==> config.mk <==
export PLATFORM = sky130hd
export DESIGN_NAME = snn_in_collector
export DESIGN_NICKNAME = d
export VERILOG_FILES = /design/src/rtl/snn_in_collector.sv
export SDC_FILE = /design/constraint.sdc
export NUM_CORES = 2
export LEC_CHECK = 0
export CAP_MARGIN = 10
export CORE_ASPECT_RATIO = 0.9
export CORE_MARGIN = 2
export CORE_UTILIZATION = 63
export CTS_BUF_LIST = sky130_fd_sc_hd__clkbuf_4
export CTS_CLUSTER_SIZE = 20
export DETAILED_ROUTE_END_ITERATION = 6
export DONT_BUFFER_PORTS = 1
export MAX_ROUTING_LAYER = met4
export PLACE_DENSITY = 0.83
export SYNTH_ARGS = -nofsm -noshare
export SYNTH_HDL_FRONTEND = slang
export SYNTH_SLANG_ARGS = --single-unit
==> constraint.sdc <==
create_clock -name clk -period 6.5 [get_ports clk]
set_clock_uncertainty 0.05 [all_clocks]
set_input_delay 1.3 -clock clk [delete_from_list [all_inputs] [get_ports clk]]
set_output_delay 1.3 -clock clk [all_outputs]
set_load 0.03 [all_outputs]
==> src/rtl/snn_in_collector.sv <==
// snn_in_collector: front-end collector for the Siamese-network input stream.
// Captures one IMG_DEPTH-beat burst (Img every beat, Kernel/Weight on the
// leading beats, Opt on beat 0) into local register files, presents them on
// combinational read ports and holds the frame until the consumer releases it.
// Stream protocol violations (short burst, long burst, overrun) raise a
// sticky err flag with a code. The consumer release input is named
// frame_release because "release" is a reserved word in SystemVerilog.
module snn_in_collector #(
  parameter int unsigned DATA_W    = 32,
  parameter int unsigned IMG_DEPTH = 96,
  parameter int unsigned KER_DEPTH = 27,
  parameter int unsigned WGT_DEPTH = 4,
  parameter int unsigned IMG_AW    = $clog2(IMG_DEPTH),
  parameter int unsigned KER_AW    = $clog2(KER_DEPTH),
  parameter int unsigned WGT_AW    = $clog2(WGT_DEPTH),
  parameter int unsigned CNT_W     = $clog2(IMG_DEPTH + 1)
) (
  input  logic              clk,
  input  logic              rst_n,
  input  logic              in_valid,
  input  logic [DATA_W-1:0] Img,
  input  logic [DATA_W-1:0] Kernel,
  input  logic [DATA_W-1:0] Weight,
  input  logic [1:0]        Opt,
  input  logic              frame_release,
  input  logic [IMG_AW-1:0] img_addr,
  input  logic [KER_AW-1:0] ker_addr,
  input  logic [WGT_AW-1:0] wgt_addr,
  output logic [DATA_W-1:0] img_data,
  output logic [DATA_W-1:0] ker_data,
  output logic [DATA_W-1:0] wgt_data,
  output logic [1:0]        opt_q,
  output logic              frame_ready,
  output logic              busy,
  output logic [CNT_W-1:0]  beat_cnt,
  output logic              err,
  output logic [1:0]        err_code
);

  localparam logic [IMG_AW-1:0] IMG_LAST = IMG_AW'(IMG_DEPTH - 1);
  localparam logic [KER_AW-1:0] KER_LAST = KER_AW'(KER_DEPTH - 1);
  localparam logic [CNT_W-1:0]  CNT_LAST = CNT_W'(IMG_DEPTH - 1);
  localparam logic [CNT_W-1:0]  KER_LIM  = CNT_W'(KER_DEPTH);
  localparam logic [CNT_W-1:0]  WGT_LIM  = CNT_W'(WGT_DEPTH);

  localparam logic [1:0] ErrShort   = 2'b01;
  localparam logic [1:0] ErrLong    = 2'b10;
  localparam logic [1:0] ErrOverrun = 2'b11;

  typedef enum logic [1:0] {StIdle, StLoad, StReady, StDrain} state_e;

  state_e state_q;
  // High only in the first READY cycle, where a still-running beat means a long burst.
  logic   ready_first_q;
  // Set while an overrun beat train is being ignored in READY.
  logic   ovr_q;

  logic [DATA_W-1:0] mem_img [IMG_DEPTH];
  logic [DATA_W-1:0] mem_ker [KER_DEPTH];
  logic [DATA_W-1:0] mem_wgt [WGT_DEPTH];

  logic             accept_new;
  logic             accept_load;
  logic             wr_en;
  logic [CNT_W-1:0] wr_idx;

  // Decode which beats are written and at which index.
  always_comb begin
    accept_new  = 1'b0;
    accept_load = 1'b0;
    wr_en       = 1'b0;
    wr_idx      = '0;
    if (in_valid) begin
      unique case (state_q)
        StIdle:  accept_new = 1'b1;
        StLoad:  accept_load = 1'b1;
        // A new frame may start in READY only via a same-cycle release,
        // never in the cycle right after the last beat or during an overrun.
        StReady: accept_new = frame_release && !ready_first_q && !ovr_q;
        default: ;
      endcase
    end
    wr_en  = rst_n && (accept_new || accept_load);
    wr_idx = accept_load ? beat_cnt : '0;
  end

  // Register files; contents are not reset.
  always_ff @(posedge clk) begin
    if (wr_en) begin
      mem_img[wr_idx[IMG_AW-1:0]] <= Img;
      if (wr_idx < KER_LIM) begin
        mem_ker[wr_idx[KER_AW-1:0]] <= Kernel;
      end
      if (wr_idx < WGT_LIM) begin
        mem_wgt[wr_idx[WGT_AW-1:0]] <= Weight;
      end
    end
  end

  // Combinational read ports; out-of-range addresses return zero.
  always_comb begin
    img_data = '0;
    ker_data = '0;
    if (img_addr <= IMG_LAST) begin
      img_data = mem_img[img_addr];
    end
    if (ker_addr <= KER_LAST) begin
      ker_data = mem_ker[ker_addr];
    end
    wgt_data = mem_wgt[wgt_addr];
  end

  // Frame control FSM with registered status outputs.
  always_ff @(posedge clk) begin
    if (!rst_n) begin
      state_q       <= StIdle;
      ready_first_q <= 1'b0;
      ovr_q         <= 1'b0;
      opt_q         <= '0;
      frame_ready   <= 1'b0;
      busy          <= 1'b0;
      beat_cnt      <= '0;
      err           <= 1'b0;
      err_code      <= '0;
    end else begin
      unique case (state_q)
        StIdle: begin
          if (accept_new) begin
            state_q  <= StLoad;
            opt_q    <= Opt;
            beat_cnt <= CNT_W'(1);
            busy     <= 1'b1;
            err      <= 1'b0;
            err_code <= '0;
          end
        end

        StLoad: begin
          if (accept_load) begin
            beat_cnt <= beat_cnt + 1'b1;
            if (beat_cnt == CNT_LAST) begin
              state_q       <= StReady;
              busy          <= 1'b0;
              frame_ready   <= 1'b1;
              ready_first_q <= 1'b1;
            end
          end else begin
            // Stream stopped early: drop the partial frame.
            state_q  <= StIdle;
            busy     <= 1'b0;
            beat_cnt <= '0;
            err      <= 1'b1;
            err_code <= ErrShort;
          end
        end

        StReady: begin
          ready_first_q <= 1'b0;
          if (ready_first_q && in_valid) begin
            state_q     <= StDrain;
            frame_ready <= 1'b0;
            err         <= 1'b1;
            err_code    <= ErrLong;
          end else if (ovr_q && in_valid) begin
            // Keep ignoring the overrun beat train.
          end else if (accept_new) begin
            // Back-to-back frame: this beat is beat 0 of the next frame.
            state_q     <= StLoad;
            frame_ready <= 1'b0;
            opt_q       <= Opt;
            beat_cnt    <= CNT_W'(1);
            busy        <= 1'b1;
            err         <= 1'b0;
            err_code    <= '0;
          end else if (in_valid) begin
            ovr_q    <= 1'b1;
            err      <= 1'b1;
            err_code <= ErrOverrun;
          end else begin
            ovr_q <= 1'b0;
            if (frame_release) begin
              state_q     <= StIdle;
              frame_ready <= 1'b0;
              beat_cnt    <= '0;
            end
          end
        end

        StDrain: begin
          if (!in_valid) begin
            state_q  <= StIdle;
            beat_cnt <= '0;
          end
        end

        default: state_q <= StIdle;
      endcase
    end
  end

endmodule

; Word-level counts from Yosys, hierarchy flattened
; Memory sizes are Yosys's and may differ from the RTL's.
; Index checks and enable logic that the tools add are counted.
[totals]
ramBits = 4064
elab_cells = 126
mem_count = 3
ff_bits = 18
[op_classes]
magnitude_cmp = 4
n_eq_ne = 18
mux = 68
addsub = 1
bitwise_logic = 3
n_reduce_logical = 20
[mem_list]
columns = name, depth, word_bits, read_ports, rd_clocked_by_memory_dff, write_ports, line_no
row1 = mem_img, 96, 32, 1, 0, 1, 58  ; logic [DATA_W-1:0] mem_img [IMG_DEPTH];
row2 = mem_ker, 27, 32, 1, 0, 1, 59  ; logic [DATA_W-1:0] mem_ker [KER_DEPTH];
row3 = mem_wgt, 4, 32, 1, 0, 1, 60  ; logic [DATA_W-1:0] mem_wgt [WGT_DEPTH];
[op_table]
columns = operator, count
row1 = $mux 32, 2
row2 = $mux 7, 9
row3 = $mux 2, 18
row4 = $mux 1, 30
row5 = $pmux 7 s4, 1
row6 = $reduce_and 6->1, 3
row7 = $ne 2x2->1 const B, 7
row8 = $ne 3x3->1 const B, 4
row9 = $ne 4x4->1 const B, 3
row10 = $pmux 2 s4, 1
row11 = $reduce_and 4->1, 2
row12 = $add 7x1->7 const B, 1
row13 = $eq 7x7->1 const B, 1
row14 = $le 7x7->1 const B, 1
row15 = $lt 7x3->1 const B, 1
row16 = $lt 7x5->1 const B, 1
row17 = $pmux 1 s2, 3
row18 = $pmux 1 s3, 2
row19 = $pmux 2 s3, 1
row20 = $reduce_and 3->1, 2
row21 = $le 5x5->1 const B, 1
row22 = $logic_and 1x1->1, 5
row23 = $reduce_and 5->1, 1
row24 = $eq 2x2->1 const B, 2
row25 = other kinds (8), 12

; Logic depth before layout (Yosys ltp)
[depth]
depth_word = 9
depth_mapped = 11
depth_no_buf = 7

; Least setup slack after synthesis
; Ideal clock, no wire load.
[synth_path]
path_kind = input-to-reg
start = input in_valid
end = memory mem_img[4][0] (enable)
t_required_ns = 5.948
slack_ns = 0.577
setup_time_ns = 0.502
arrival_time_ns = 5.372
stages = 5
cell_sequence = clkbuf_1 > and2_0 > clkbuf_1 > nand3_1 > nor4_1
[synth_between]
elab_chain_len = 5
elab_cells_between_ends = 7
classes_between = mux (5) / reduce/logical (2)
[synth_lines]
columns = item, line_no
row1 = start: declaration, 20  ; input logic in_valid,
row2 = $mux 1, 73  ; if (in_valid) begin
row3 = $logic_or 1x1->1, 83  ; wr_en = rst_n && (accept_new || accept_load);
row4 = $logic_and 1x1->1, 83
row5 = $mux 1, 89  ; if (wr_en) begin
row6 = $mux 1 (not written as such), 90  ; mem_img[wr_idx[IMG_AW-1:0]] <= Img;
row7 = end: declaration, 58
; Parallel ways exist; a longest one is shown, timed or not.

; Final worst setup path
[layout_path]
start = input img_addr[2]
end = output img_data[29]
[layout_between]
elab_chain_len = 2
elab_cells_between_ends = 3
classes_between = order compare (1) / mux (1) / memory (1)
[layout_lines]
columns = item, line_no
row1 = start: declaration, 26  ; input logic [IMG_AW-1:0] img_addr,
row2 = $mem_v2 96x32 / $le 7x7->1 (equally long branches), n/a
row3 = $mux 32 *, 104  ; if (img_addr <= IMG_LAST) begin
row4 = end: declaration, 29  ; output logic [DATA_W-1:0] img_data,
; Every way passes the cells marked *; elsewhere a longest branch is shown, timed or not.

==> metrics <==
DR WL met3 96.7 mm; routed len/inst 43.4 um; Reg clk slew, reported paths 0.11 ns; clk sink count 4082; status finished, violations left; Crit Reg-Reg Startpoint state_q[1]$_SDFFE_PN0P_; worst relative slew slack -0.0570; routed vias/inst 7.61; Finished Layout Cells 11600; Setup Buffers After CTS 0; CP bufs+invs 4; Static Leakage 55.7 nW; max_cap viols 1; HP Class in -> reg; WHS Endpoint mem_img[22][8]$_DFFE_PP_; post-route ant nets 0; Post-DP HPWL 221 mm; power per cell area 302 nW/um^2; die height 477 um; nets 7656; slowest cell delay on critical path 0.71 ns; layout overhead on the synthesized area 12.2%; WP data required 5.15 ns; Residual DRC 0; Worst R2R Setup Slack 1.25 ns; area leader, netlist edfxtp_1; critical path class in -> out; share of Yosys cell area claimed by the top area cell type 0.781; f_max 0.146 GHz; GPL Wtd Cong 0.851; H-tree levels 6; routed vias 87900; drt first pass iters 7; port bufs 0; final std cell area, no fill 175000 um^2; layout cells sized above 1 0.367; FF+latch count, synth 4082; met2 WL 224 mm; slack of the critical path -0.342 ns; R2R Path End mem_img[92][12]$_DFFE_PP_; Crit path max-delay family buffers and inverters; Die Wd 529 um; Avg Inst Size Synth 23.6 um^2; Fillers 12800; Worst setup EP type primary output; Worst setup SP type input port; routed metal-1 wirelength 140 mm; Post-synth ARST share 0; hold path startpoint Img[8]; Crit-path slowest cell o221ai_1; leading post-synthesis cells by cell area edfxtp_1 (78%), mux4_2 (16%), mux2i_1 (1.2%); std cell rows 173; highest metal layer with signal wires met4; Die ar. 252000 um^2; Final Util 0.711; final setup vio count 10; Max rail drop VDD 0.217 mV; initial antenna violation count 39; root buf cell clkbuf_4; Clock Latency Late Sink 1.50 ns; synthesized instance count 6632; Routed WL 502 mm; vias in the first global route 86700; fin. max-slew vios 53; total track usage 0.387; sequential area share after synthesis 0.783; Synth Net Count 6755; placed insts 9724; Netlist cell types 58; fin crit share 1.05; clock tree buffer depth 4; Top cell by count, worst path buf_16; CP Max Fanout 95; failing checks max-capacitance violations, max-slew violations, negative setup slack; largest net degree at the start of global routing 726; Syn. warnings 0; Tightest Pin Transition 1.59 ns; hold path cells 1; gr ovfl total 0; most common flop cell mapped by yosys edfxtp_1; most common cell after layout, fill and taps aside edfxtp_1; cells on worst reg2reg path 7; final hold viol count 0; Post-Place Cell Area 161000 um^2; TritonCTS clock tree yes; Post-synth EDFFs 4064; minimum clock period 6.84 ns; critical path arrival 5.49 ns; first-pass GRT wire length 653 mm; CP Cell Sequence buf_16, buf_16, buf_16, mux4_2, mux4_2, o221ai_1, o22ai_2, buf_4; Post-Syn Area 156000 um^2; starting DRC count in detailed routing 21000; most frequent cells in the layout edfxtp_1 (4064), clkbuf_4 (1339), mux4_2 (1121), buf_4 (214), clkinv_1 (213); CTS Buf Count 913; CORE AREA 247000 um^2; Initial Util 0.633; IO Count 226
==> cells in the mapped netlist, types with 39 or more instances <==
cell type	number
nand2_1	147
nor2_1	243
mux4_2	1121
clkbuf_1	122
mux2_2	51
a21oi_1	64
a31oi_1	39
buf_1	51
buf_2	114
buf_4	59
edfxtp_1	4064
o22ai_1	46
mux2i_1	195
==> registers in the layout, indices dropped and copies added, names as in the netlist <==
register,count
err,1
busy,1
ovr_q,1
state_q,2
frame_ready,1
ready_first_q,1
mem_ker,864
mem_img,3072
mem_wgt,128
opt_q,2
err_code,2
beat_cnt,7
==> cell families after synthesis <==
family | share of synthesized area
flops | 0.783
mux | 0.178
buf+inv | 0.0121
xor+xnor | 0.000168
simple gates | 0.0132
compound gates | 0.0130
fa+ha+maj | 0.000560
==> worst register-to-register path, delay by kind of cell, from the launching register on <==
family	cells	cell delay (ns)
simple gates	4	3.58
buf+inv	2	0.53
flops	1	0.36
fa+ha+maj	1	0.36
==> stage by stage <==
step | total power [mW] | hold slack, ns | setup TNS (ns) | setup slack (ns)
finish | 53.0 | 0.0871 | -1.35 | -0.342
global route | 53.9 | 0.0758 | -0.433 | -0.163
CTS | 51.7 | 0.0580 | 0 | 0.445
detailed placement | 31.3 | 0.495 | 0 | 0.574
global placement | 31.3 | 0.491 | 0 | 0.602
floorplan | 31.2 | 0.468 | 0 | 0.577
==> how the worst max path moves through the flow <==
stage,slack (ns),start,depth (start not counted),to
CTS,0.45,mem_img[53][30]$_DFFE_PP_,6,img_data[30]
detailed placement,0.57,img_addr[0],6,img_data[12]
floorplan,0.58,in_valid,5,mem_img[4][0]$_DFFE_PP_
global placement,0.60,img_addr[0],6,img_data[12]
finish,-0.34,img_addr[2],8,img_data[29]
global route,-0.16,img_addr[0],7,img_data[29]
==> area by class of cell <==
type | count | area [um^2] | share of cell area
Antenna cell | 54 | 135 | 0.000771
Multi-Input combinational cell | 2176 | 33000 | 0.188
Timing Repair Buffer | 349 | 3950 | 0.0225
Tap cell | 3237 | 4050 | 0.0231
Clock buffer | 1339 | 10100 | 0.0573
Sequential cell | 4082 | 122000 | 0.698
Inverter | 11 | 53.8 | 0.000307
Clock inverter | 305 | 1710 | 0.00974
==> report_power, final <==
group	internal, mW	switching, mW
clock	10.0	11.2
sequential	29.0	0.0420
combinational	1.04	1.75
total	40.0	13.0
==> layer usage <==
| metal | GRT usage | up-vias |
|---|---|---|
| met4 | 0.231 | 0 |
| met2 | 0.551 | 11400 |
| met5 | - | - |
| met3 | 0.154 | 2821 |
| met1 | 0.471 | 42800 |
| li1 | - | 30900 |
==> what timing repair did <==
action	CTS	global route
setup endpoints to repair	0	32
hold buffers	113	0
hold endpoints to repair	3695	0
resized for setup	0	8
(Power assumes the default switching activity.)
